## config.mk

```make
export PLATFORM = sky130hd
export DESIGN_NAME = hyperbus_trx_arbiter
export DESIGN_NICKNAME = d
export VERILOG_FILES = /design/src/rtl/hyperbus_trx_arbiter.sv
export SDC_FILE = /design/constraint.sdc
export NUM_CORES = 1
export LEC_CHECK = 0
export CAP_MARGIN = 20
export CORE_UTILIZATION = 43
export CTS_CLUSTER_DIAMETER = 120
export DETAILED_ROUTE_END_ITERATION = 10
export PLACE_DENSITY = 0.86
export SETUP_SLACK_MARGIN = 0.2
export SLEW_MARGIN = 5
export SYNTH_ARGS = -nofsm -noshare
export SYNTH_HDL_FRONTEND = slang
export SYNTH_SLANG_ARGS = --single-unit
```

## constraint.sdc

```tcl
create_clock -name clk_i -period 3.8 [get_ports clk_i]
set_input_delay 0.76 -clock clk_i [delete_from_list [all_inputs] [get_ports clk_i]]
set_output_delay 0.76 -clock clk_i [all_outputs]
set_load 0.02 [all_outputs]
```

## src/rtl/hyperbus_trx_arbiter.sv

```systemverilog
`default_nettype none
// ============================================================================
// Module      : hyperbus_trx_arbiter
// Description : Round-robin arbiter sharing one HyperBus PHY transaction port.
//               Enforces an idle gap between transactions and a watchdog abort.
// Revision    : 1.0 - initial release
// ============================================================================
module hyperbus_trx_arbiter #(
    parameter int NUM_REQ     = 2,
    parameter int NUM_CHIPS   = 2,
    parameter int ADDR_WIDTH  = 32,
    parameter int BURST_WIDTH = 8,
    parameter int GAP_CYCLES  = 4,
    parameter int TIMEOUT_CYC = 1024,
    localparam int CS_W       = (NUM_CHIPS > 1) ? $clog2(NUM_CHIPS) : 1,
    localparam int OWN_W      = $clog2(NUM_REQ)
) (
    input  logic                            clk_i,
    input  logic                            rst_ni,
    input  logic [NUM_REQ-1:0]              req_valid_i,
    output logic [NUM_REQ-1:0]              req_ready_o,
    input  logic [NUM_REQ*ADDR_WIDTH-1:0]   req_addr_i,
    input  logic [NUM_REQ-1:0]              req_write_i,
    input  logic [NUM_REQ*BURST_WIDTH-1:0]  req_burst_i,
    input  logic [NUM_REQ*CS_W-1:0]         req_cs_i,
    output logic                            phy_valid_o,
    input  logic                            phy_ready_i,
    output logic [ADDR_WIDTH-1:0]           phy_addr_o,
    output logic                            phy_write_o,
    output logic [BURST_WIDTH-1:0]          phy_burst_o,
    output logic [NUM_CHIPS-1:0]            phy_cs_o,
    input  logic                            phy_done_i,
    output logic [OWN_W-1:0]                owner_o,
    output logic                            busy_o,
    output logic                            timeout_o
);

    localparam int WD_W  = $clog2(TIMEOUT_CYC);
    localparam int GAP_W = (GAP_CYCLES > 1) ? $clog2(GAP_CYCLES) : 1;

    localparam logic [1:0] c_IDLE   = 2'd0;
    localparam logic [1:0] c_ISSUE  = 2'd1;
    localparam logic [1:0] c_ACTIVE = 2'd2;
    localparam logic [1:0] c_GAP    = 2'd3;

    localparam logic [WD_W-1:0]  c_WD_LAST  = WD_W'(TIMEOUT_CYC - 1);
    localparam logic [GAP_W-1:0] c_GAP_LOAD = (GAP_CYCLES > 0) ? GAP_W'(GAP_CYCLES - 1) : '0;
    localparam logic [OWN_W-1:0] c_LAST_REQ = OWN_W'(NUM_REQ - 1);

    logic [1:0]             r_state;
    logic [1:0]             w_state_nxt;
    logic [OWN_W-1:0]       r_rr;
    logic [OWN_W-1:0]       r_owner;
    logic [ADDR_WIDTH-1:0]  r_addr;
    logic                   r_write;
    logic [BURST_WIDTH-1:0] r_burst;
    logic [NUM_CHIPS-1:0]   r_cs;
    logic [WD_W-1:0]        r_wd_cnt;
    logic [GAP_W-1:0]       r_gap_cnt;

    logic [NUM_REQ-1:0]     w_rr_mask;
    logic [NUM_REQ-1:0]     w_valid_hi;
    logic                   w_any_valid;
    logic [OWN_W-1:0]       w_gnt_idx;
    logic                   w_accept;
    logic                   w_wd_expire;
    logic [NUM_CHIPS-1:0]   w_cs_dec;

    logic [ADDR_WIDTH-1:0]  w_addr  [NUM_REQ];
    logic [BURST_WIDTH-1:0] w_burst [NUM_REQ];
    logic [CS_W-1:0]        w_cs    [NUM_REQ];

    // Per-requester views of the flattened request buses, plus the RR mask
    // selecting requesters at or after the pointer and the one-hot ready.
    genvar gi;
    generate
        for (gi = 0; gi < NUM_REQ; gi++) begin : g_req
            assign w_addr[gi]      = req_addr_i[gi*ADDR_WIDTH +: ADDR_WIDTH];
            assign w_burst[gi]     = req_burst_i[gi*BURST_WIDTH +: BURST_WIDTH];
            assign w_cs[gi]        = req_cs_i[gi*CS_W +: CS_W];
            assign w_rr_mask[gi]   = (OWN_W'(gi) >= r_rr);
            assign req_ready_o[gi] = w_accept && (w_gnt_idx == OWN_W'(gi));
        end
    endgenerate

    assign w_valid_hi  = req_valid_i & w_rr_mask;
    assign w_any_valid = |req_valid_i;
    assign w_accept    = (r_state == c_IDLE) && w_any_valid;
    assign w_wd_expire = (r_wd_cnt == c_WD_LAST);

    // Lowest set bit at/after the pointer wins; otherwise wrap to the lowest valid.
    always_comb begin
        w_gnt_idx = '0;
        if (|w_valid_hi) begin
            for (int i = NUM_REQ - 1; i >= 0; i--) begin
                if (w_valid_hi[i]) w_gnt_idx = OWN_W'(i);
            end
        end else begin
            for (int i = NUM_REQ - 1; i >= 0; i--) begin
                if (req_valid_i[i]) w_gnt_idx = OWN_W'(i);
            end
        end
    end

    // Out-of-range chip index decodes to no chip select at all.
    genvar gc;
    generate
        for (gc = 0; gc < NUM_CHIPS; gc++) begin : g_cs_dec
            assign w_cs_dec[gc] = (w_cs[w_gnt_idx] == CS_W'(gc));
        end
    endgenerate

    always_ff @(posedge clk_i or negedge rst_ni) begin
        if (!rst_ni) begin
            r_state <= c_IDLE;
        end else begin
            r_state <= w_state_nxt;
        end
    end

    always_comb begin
        w_state_nxt = r_state;
        case (r_state)
            c_IDLE: begin
                if (w_any_valid) w_state_nxt = c_ISSUE;
            end
            c_ISSUE: begin
                if (phy_ready_i) w_state_nxt = c_ACTIVE;
            end
            c_ACTIVE: begin
                if (phy_done_i || w_wd_expire) begin
                    w_state_nxt = (GAP_CYCLES > 0) ? c_GAP : c_IDLE;
                end
            end
            c_GAP: begin
                if (r_gap_cnt == '0) w_state_nxt = c_IDLE;
            end
            default: w_state_nxt = c_IDLE;
        endcase
    end

    always_comb begin
        phy_valid_o = 1'b0;
        busy_o      = 1'b1;
        timeout_o   = 1'b0;
        case (r_state)
            c_IDLE:   busy_o      = 1'b0;
            c_ISSUE:  phy_valid_o = 1'b1;
            c_ACTIVE: timeout_o   = w_wd_expire && !phy_done_i;
            default:  busy_o      = 1'b1;
        endcase
    end

    always_ff @(posedge clk_i or negedge rst_ni) begin
        if (!rst_ni) begin
            r_rr    <= '0;
            r_owner <= '0;
            r_addr  <= '0;
            r_write <= 1'b0;
            r_burst <= '0;
            r_cs    <= '0;
        end else if (w_accept) begin
            r_rr    <= (w_gnt_idx == c_LAST_REQ) ? '0 : w_gnt_idx + OWN_W'(1);
            r_owner <= w_gnt_idx;
            r_addr  <= w_addr[w_gnt_idx];
            r_write <= req_write_i[w_gnt_idx];
            r_burst <= w_burst[w_gnt_idx];
            r_cs    <= w_cs_dec;
        end
    end

    // Watchdog is held clear while issuing so ACTIVE always starts from zero.
    always_ff @(posedge clk_i or negedge rst_ni) begin
        if (!rst_ni) begin
            r_wd_cnt <= '0;
        end else if (r_state == c_ISSUE) begin
            r_wd_cnt <= '0;
        end else if ((r_state == c_ACTIVE) && !w_wd_expire) begin
            r_wd_cnt <= r_wd_cnt + WD_W'(1);
        end
    end

    always_ff @(posedge clk_i or negedge rst_ni) begin
        if (!rst_ni) begin
            r_gap_cnt <= '0;
        end else if (r_state == c_ACTIVE) begin
            r_gap_cnt <= c_GAP_LOAD;
        end else if ((r_state == c_GAP) && (r_gap_cnt != '0)) begin
            r_gap_cnt <= r_gap_cnt - GAP_W'(1);
        end
    end

    assign phy_addr_o  = r_addr;
    assign phy_write_o = r_write;
    assign phy_burst_o = r_burst;
    assign phy_cs_o    = r_cs;
    assign owner_o     = r_owner;

endmodule
`default_nettype wire

```

## Yosys cells after proc, flatten, opt, wreduce, memory -nomap -nowiden

Cells that the tools add are included.

- Add/sub/neg operators: 3
- Order comparisons: 4
- Equal/unequal tests: 8
- Muxes and demuxes: 29
- Bitwise gates (word level): 4
- Reductions and logical operators: 17

Operators by type and width:

| kind | count |
|---|---|
| 32-bit 2-to-1 mux | 3 |
| 8-bit 2-to-1 mux | 3 |
| 10-bit 2-to-1 mux | 2 |
| 1-bit 2-to-1 mux | 14 |
| 2-bit 2-to-1 mux | 6 |
| 10-bit by 1-bit adder with 10-bit output (second input constant) | 1 |
| 10-bit == test (second input constant) | 1 |
| 2-bit != test (second input constant) | 4 |
| 2-bit case mux with 4 select lines | 1 |
| 1-bit logical AND | 6 |
| 2-bit nonzero test | 3 |
| 2-bit == test (second input constant) | 2 |
| 2-bit zero test | 2 |
| 4-bit AND reduction | 1 |
| 2-bit OR reduction | 2 |
| 2-bit AND | 1 |
| 2-bit by 1-bit == test with 1-bit output (second input constant) | 1 |
| 1-bit greater-or-equal comparator (first input constant) | 2 |
| 2-bit greater-or-equal comparator (second input constant) | 1 |
| 1-bit zero test | 2 |
| 1-bit by 2-bit < comparator with 1-bit output (second input constant) | 1 |
| 1-bit NOT | 2 |
| 1-bit NOT with 2-bit output | 1 |
| 2-bit by 1-bit subtractor with 2-bit output (second input constant) | 1 |
| other kinds (2) | 2 |

- Register bits after elaboration: 59
- Input port bits: 90
- Logic and storage cells: 74

## Logic depth before layout (Yosys ltp)

- Word-level depth: 10
- Depth in mapped cells: 7

## Least setup slack after synthesis

Ideal clock, no wire load.

- Path type: input to output
- From: input phy_done_i
- To: output timeout_o
- Arrival: 1628 ps
- Setup slack: 1412 ps
- Cell stages on the path: 2
- Cell sequence: nand2b_1 nor4_1

- Word-level cells in the longest chain between the ends: 3

Ends and longest elaborated chain:

| element | RTL line | text |
|---|---|---|
| start, declared | 32 | `input logic phy_done_i,` |
| 1-bit zero test | 149 | `c_ACTIVE: timeout_o = w_wd_expire && !phy_done_i;` |
| 1-bit logical AND | 149 |  |
| 1-bit 2-to-1 mux | 146 | `case (r_state)` |
| end, declared | 35 | `output logic timeout_o` |

No other way between the ends.

## Worst setup path after layout

- From: input req_valid_i[1]
- To: output req_ready_o[1]

- Word-level cells in the longest chain between the ends: 5

Ends and longest elaborated chain:

| element | RTL line | text |
|---|---|---|
| start, declared | 20 | `input logic [NUM_REQ-1:0] req_valid_i,` |
| 2-bit AND | 86 | `assign w_valid_hi = req_valid_i & w_rr_mask;` |
| 1-bit 2-to-1 mux (2 in series) | 96 | `if (w_valid_hi[i]) w_gnt_idx = OWN_W'(i);` |
| 1-bit 2-to-1 mux | 94 | `if (\|w_valid_hi) begin` |
| 1-bit logical AND * | 82 | `assign req_ready_o[gi] = w_accept && (w_gnt_idx == OWN_W'(gi));` |
| end, declared | 21 | `output logic [NUM_REQ-1:0] req_ready_o,` |

Every way passes the cells marked *; elsewhere a longest branch is shown, timed or not.

==> metrics.txt <==
outcome=completed; wire length per cell=around 15 µm; combinational share of power=0.503; DP Wirelength=4.93 mm; layout cells sized above 1=0.0864; Register Area=1480 µm²; area of the multi-input gates=990 µm²; Final period util=0.813; Worst EP required=3.04 ns; CP cell instances=clkdlybuf4s50_1, nand2_1, a21oi_4, clkdlybuf4s50_1; Worst-Margin Slew=0.514 ns; Reg2Reg Setup Slack=approximately 1.8 ns; CP most frequent cell=clkdlybuf4s50_1; total CTS buffers=9; DRC=0; Reg power frac=0.325; boundary pin count=139; Synth Cell Area=2710 µm²; Peak Freq=324 MHz; antenna-violating nets left=0; startpoint types=input pin; n_diodes=0; worst path bufs/invs=2; crit path kind=input pin to output pin; Initial Util=0.452; Row Count=28; fillers=~430; Area growth syn-to-layout=60.9%; vias per cell=5.37; RSZ-0062 raised after global routing=false; vias after detailed routing=2456; Gate Count Post-Synth=238; CTS Hold Bufs=0; Port-buffer cells=138; TritonCTS clock tree=yes; commonest non-fill, non-tap cell in the layout=clkdlybuf4s50_1; post-CTS sizing=0; GRT Total Usage=0.215; Slew Viols, Final=0; GRT overflow=0; Inst Count DP=441; first-pass GRT wire length=approximately 11 mm; GPL Wtd Cong=0.824; Final Hold Viols=0; core footprint=5990 µm²; min-delay worst type=input pin to asynchronous set/reset pin; clk buf depth=2; Tmin final=3.09 ns; Slowest-stage cell, CP=clkdlybuf4s50_1; Clock Sinks=59; post-synthesis register bit count=59; Clk network pwr share=0.172; Final nets=473; sw frac=0.377; Reg-to-Reg End=phy_cs_o[0]$_DFFE_PN0P_; Worst path max stage delay=0.65 ns; largest net degree at the start of global routing=46; Pre-antenna DRT Iters=6; Worst-Skew Late Latency=0.33 ns; syn_nets=334; Distinct cells, synth=41; FF-to-FF Start=r_state[0]$_DFFE_PN0P_; Max IR drop VDD=roughly 0.5 mV; die area=between 6000 and 7000 µm²; synth warn=0; pwr dens=about 740 nW/µm²; worst clock skew=0.00830 ns; syn_area_per_cell=~11 µm²; worst endpoint data arrival time=2.33 ns; setup bufs post-CTS=0; H-tree Lvls=3; Die Y=between 80 and 90 µm; switching power=1.21 mW; internal power=2.00 mW; cell family with most CP delay=buffers and inverters; Leak=2.03 nW; Fin Setup TNS=0 ns; R2R depth=7; Worst Path Max Fanout=4; final WL=6.92 mm; relative slew slack=0.658; DR iter-0 viols=271; vias in the first global route=2280; most frequent cells in the layout=clkdlybuf4s50_1 (137), dfrtp_1 (59), inv_1 (51); Die Wd=roughly 80 µm; Worst-path clk slew=about 0.070 ns; max cap viols=0; post-synthesis sequential area ratio=0.546; final setup fails=0; initial antenna violation count=0; non-filler cells, final=roughly 460; crit end category=output pin; root buffer cell=clkbuf_8
[cell usage after synthesis (all sizes together)]
library cell / count / area [µm²]
nand4: 2 / 27.5
nand3: 3 / 27.5
inv: 51 / 191
and3: 3 / 20.0
nor2: 9 / 33.8
a221oi: 1 / 8.76
o21ai: 5 / 25.0
nand2: 8 / 32.5
a22oi: 1 / 7.51
dfrtp: 59 / 1480
o41ai: 1 / 8.76
clkbuf: 1 / 5.00
o211ai: 1 / 7.51
mux2i: 2 / 20.0
or3: 2 / 15.0
o31ai: 1 / 21.3
nand2b: 3 / 18.8
dlygate4sd1: 1 / 8.76
nor2b: 1 / 6.26
nor4: 1 / 6.26
nor3: 1 / 10.0
and4: 1 / 10.0
o311ai: 1 / 8.76
buf: 12 / 60.1
a21o: 2 / 15.0
a222oi: 41 / 410
a21oi: 4 / 27.5
xor2: 6 / 52.6
a21boi: 1 / 7.51
ha: 6 / 75.1
mux2: 1 / 11.3
xnor2: 1 / 8.76
and2: 2 / 13.8
o2111ai: 3 / 26.3
[how the worst max path moves through the flow]
stage	from	end	slack, ns	depth (start not counted)
floorplan	phy_done_i	timeout_o	1.41	2
detailed placement	req_valid_i[1]	req_ready_o[1]	0.71	4
finish	req_valid_i[1]	req_ready_o[1]	0.71	4
CTS	req_valid_i[1]	req_ready_o[1]	0.70	4
global placement	req_valid_i[1]	req_ready_o[1]	0.72	4
global route	r_state[0]$_DFFE_PN0P_	timeout_o	0.61	5
[cells by family after synthesis]
kind of cell             after synthesis  share of synthesized area
XOR/XNOR                               7                     0.0227
adder cells (fa/ha/maj)                6                     0.0278
AO/OA/AOI/OAI                         62                      0.212
multiplexers                           3                     0.0116
AND/OR/NAND/NOR                       36                     0.0819
buffers and inverters                 65                     0.0981
flip-flops                            59                      0.546
[through the flow]
step	power, mW	hold WS, ns	area, µm²	worst slack [ns]	util
6_report	3.21	0.396	4350	0.711	0.726
5_1_grt	3.43	0.435	4350	0.614	0.726
4_1_cts	3.24	0.398	4350	0.704	0.726
3_5_place_dp	2.68	0.475	4160	0.712	0.694
3_3_place_gp	2.64	0.458	4160	0.716	0.694
2_1_floorplan	1.95	0.464	2710	1.41	-
[metal layers]
layer | wire, µm | up-vias | global-route usage
li1 | - | 1160 | -
met3 | 704 | 12 | 0.0472
met1 | 2700 | 1164 | 0.274
met2 | 3400 | 120 | 0.344
met4 | 119 | 0 | 0.104
met5 | 0 | - | 0
[power by group through the flow]
stage / clock [mW] / combinational [mW] / sequential [mW]
global route: 0.594 / 1.76 / 1.07
finish: 0.551 / 1.61 / 1.04
CTS: 0.568 / 1.63 / 1.04
global placement: 0 / 1.60 / 1.04
floorplan: 0 / 0.642 / 1.30
detailed placement: 0 / 1.63 / 1.05
[registers in the layout, summed over array words and instances, names as in the netlist]
signal       cells
r_rr             1
phy_addr_o      32
r_state          2
owner_o          1
phy_write_o      1
r_gap_cnt        2
phy_cs_o         2
phy_burst_o      8
r_wd_cnt        10
[cell type report]
class	instances	area share
flip-flops and latches	59	0.339
repair buffers	142	0.323
multi-input cells	114	0.227
inverters	51	0.0440
clock buffers	11	0.0325
well taps	75	0.0216
clock inverters	5	0.0121
No activity file was read; power rests on OpenSTA's default activity.
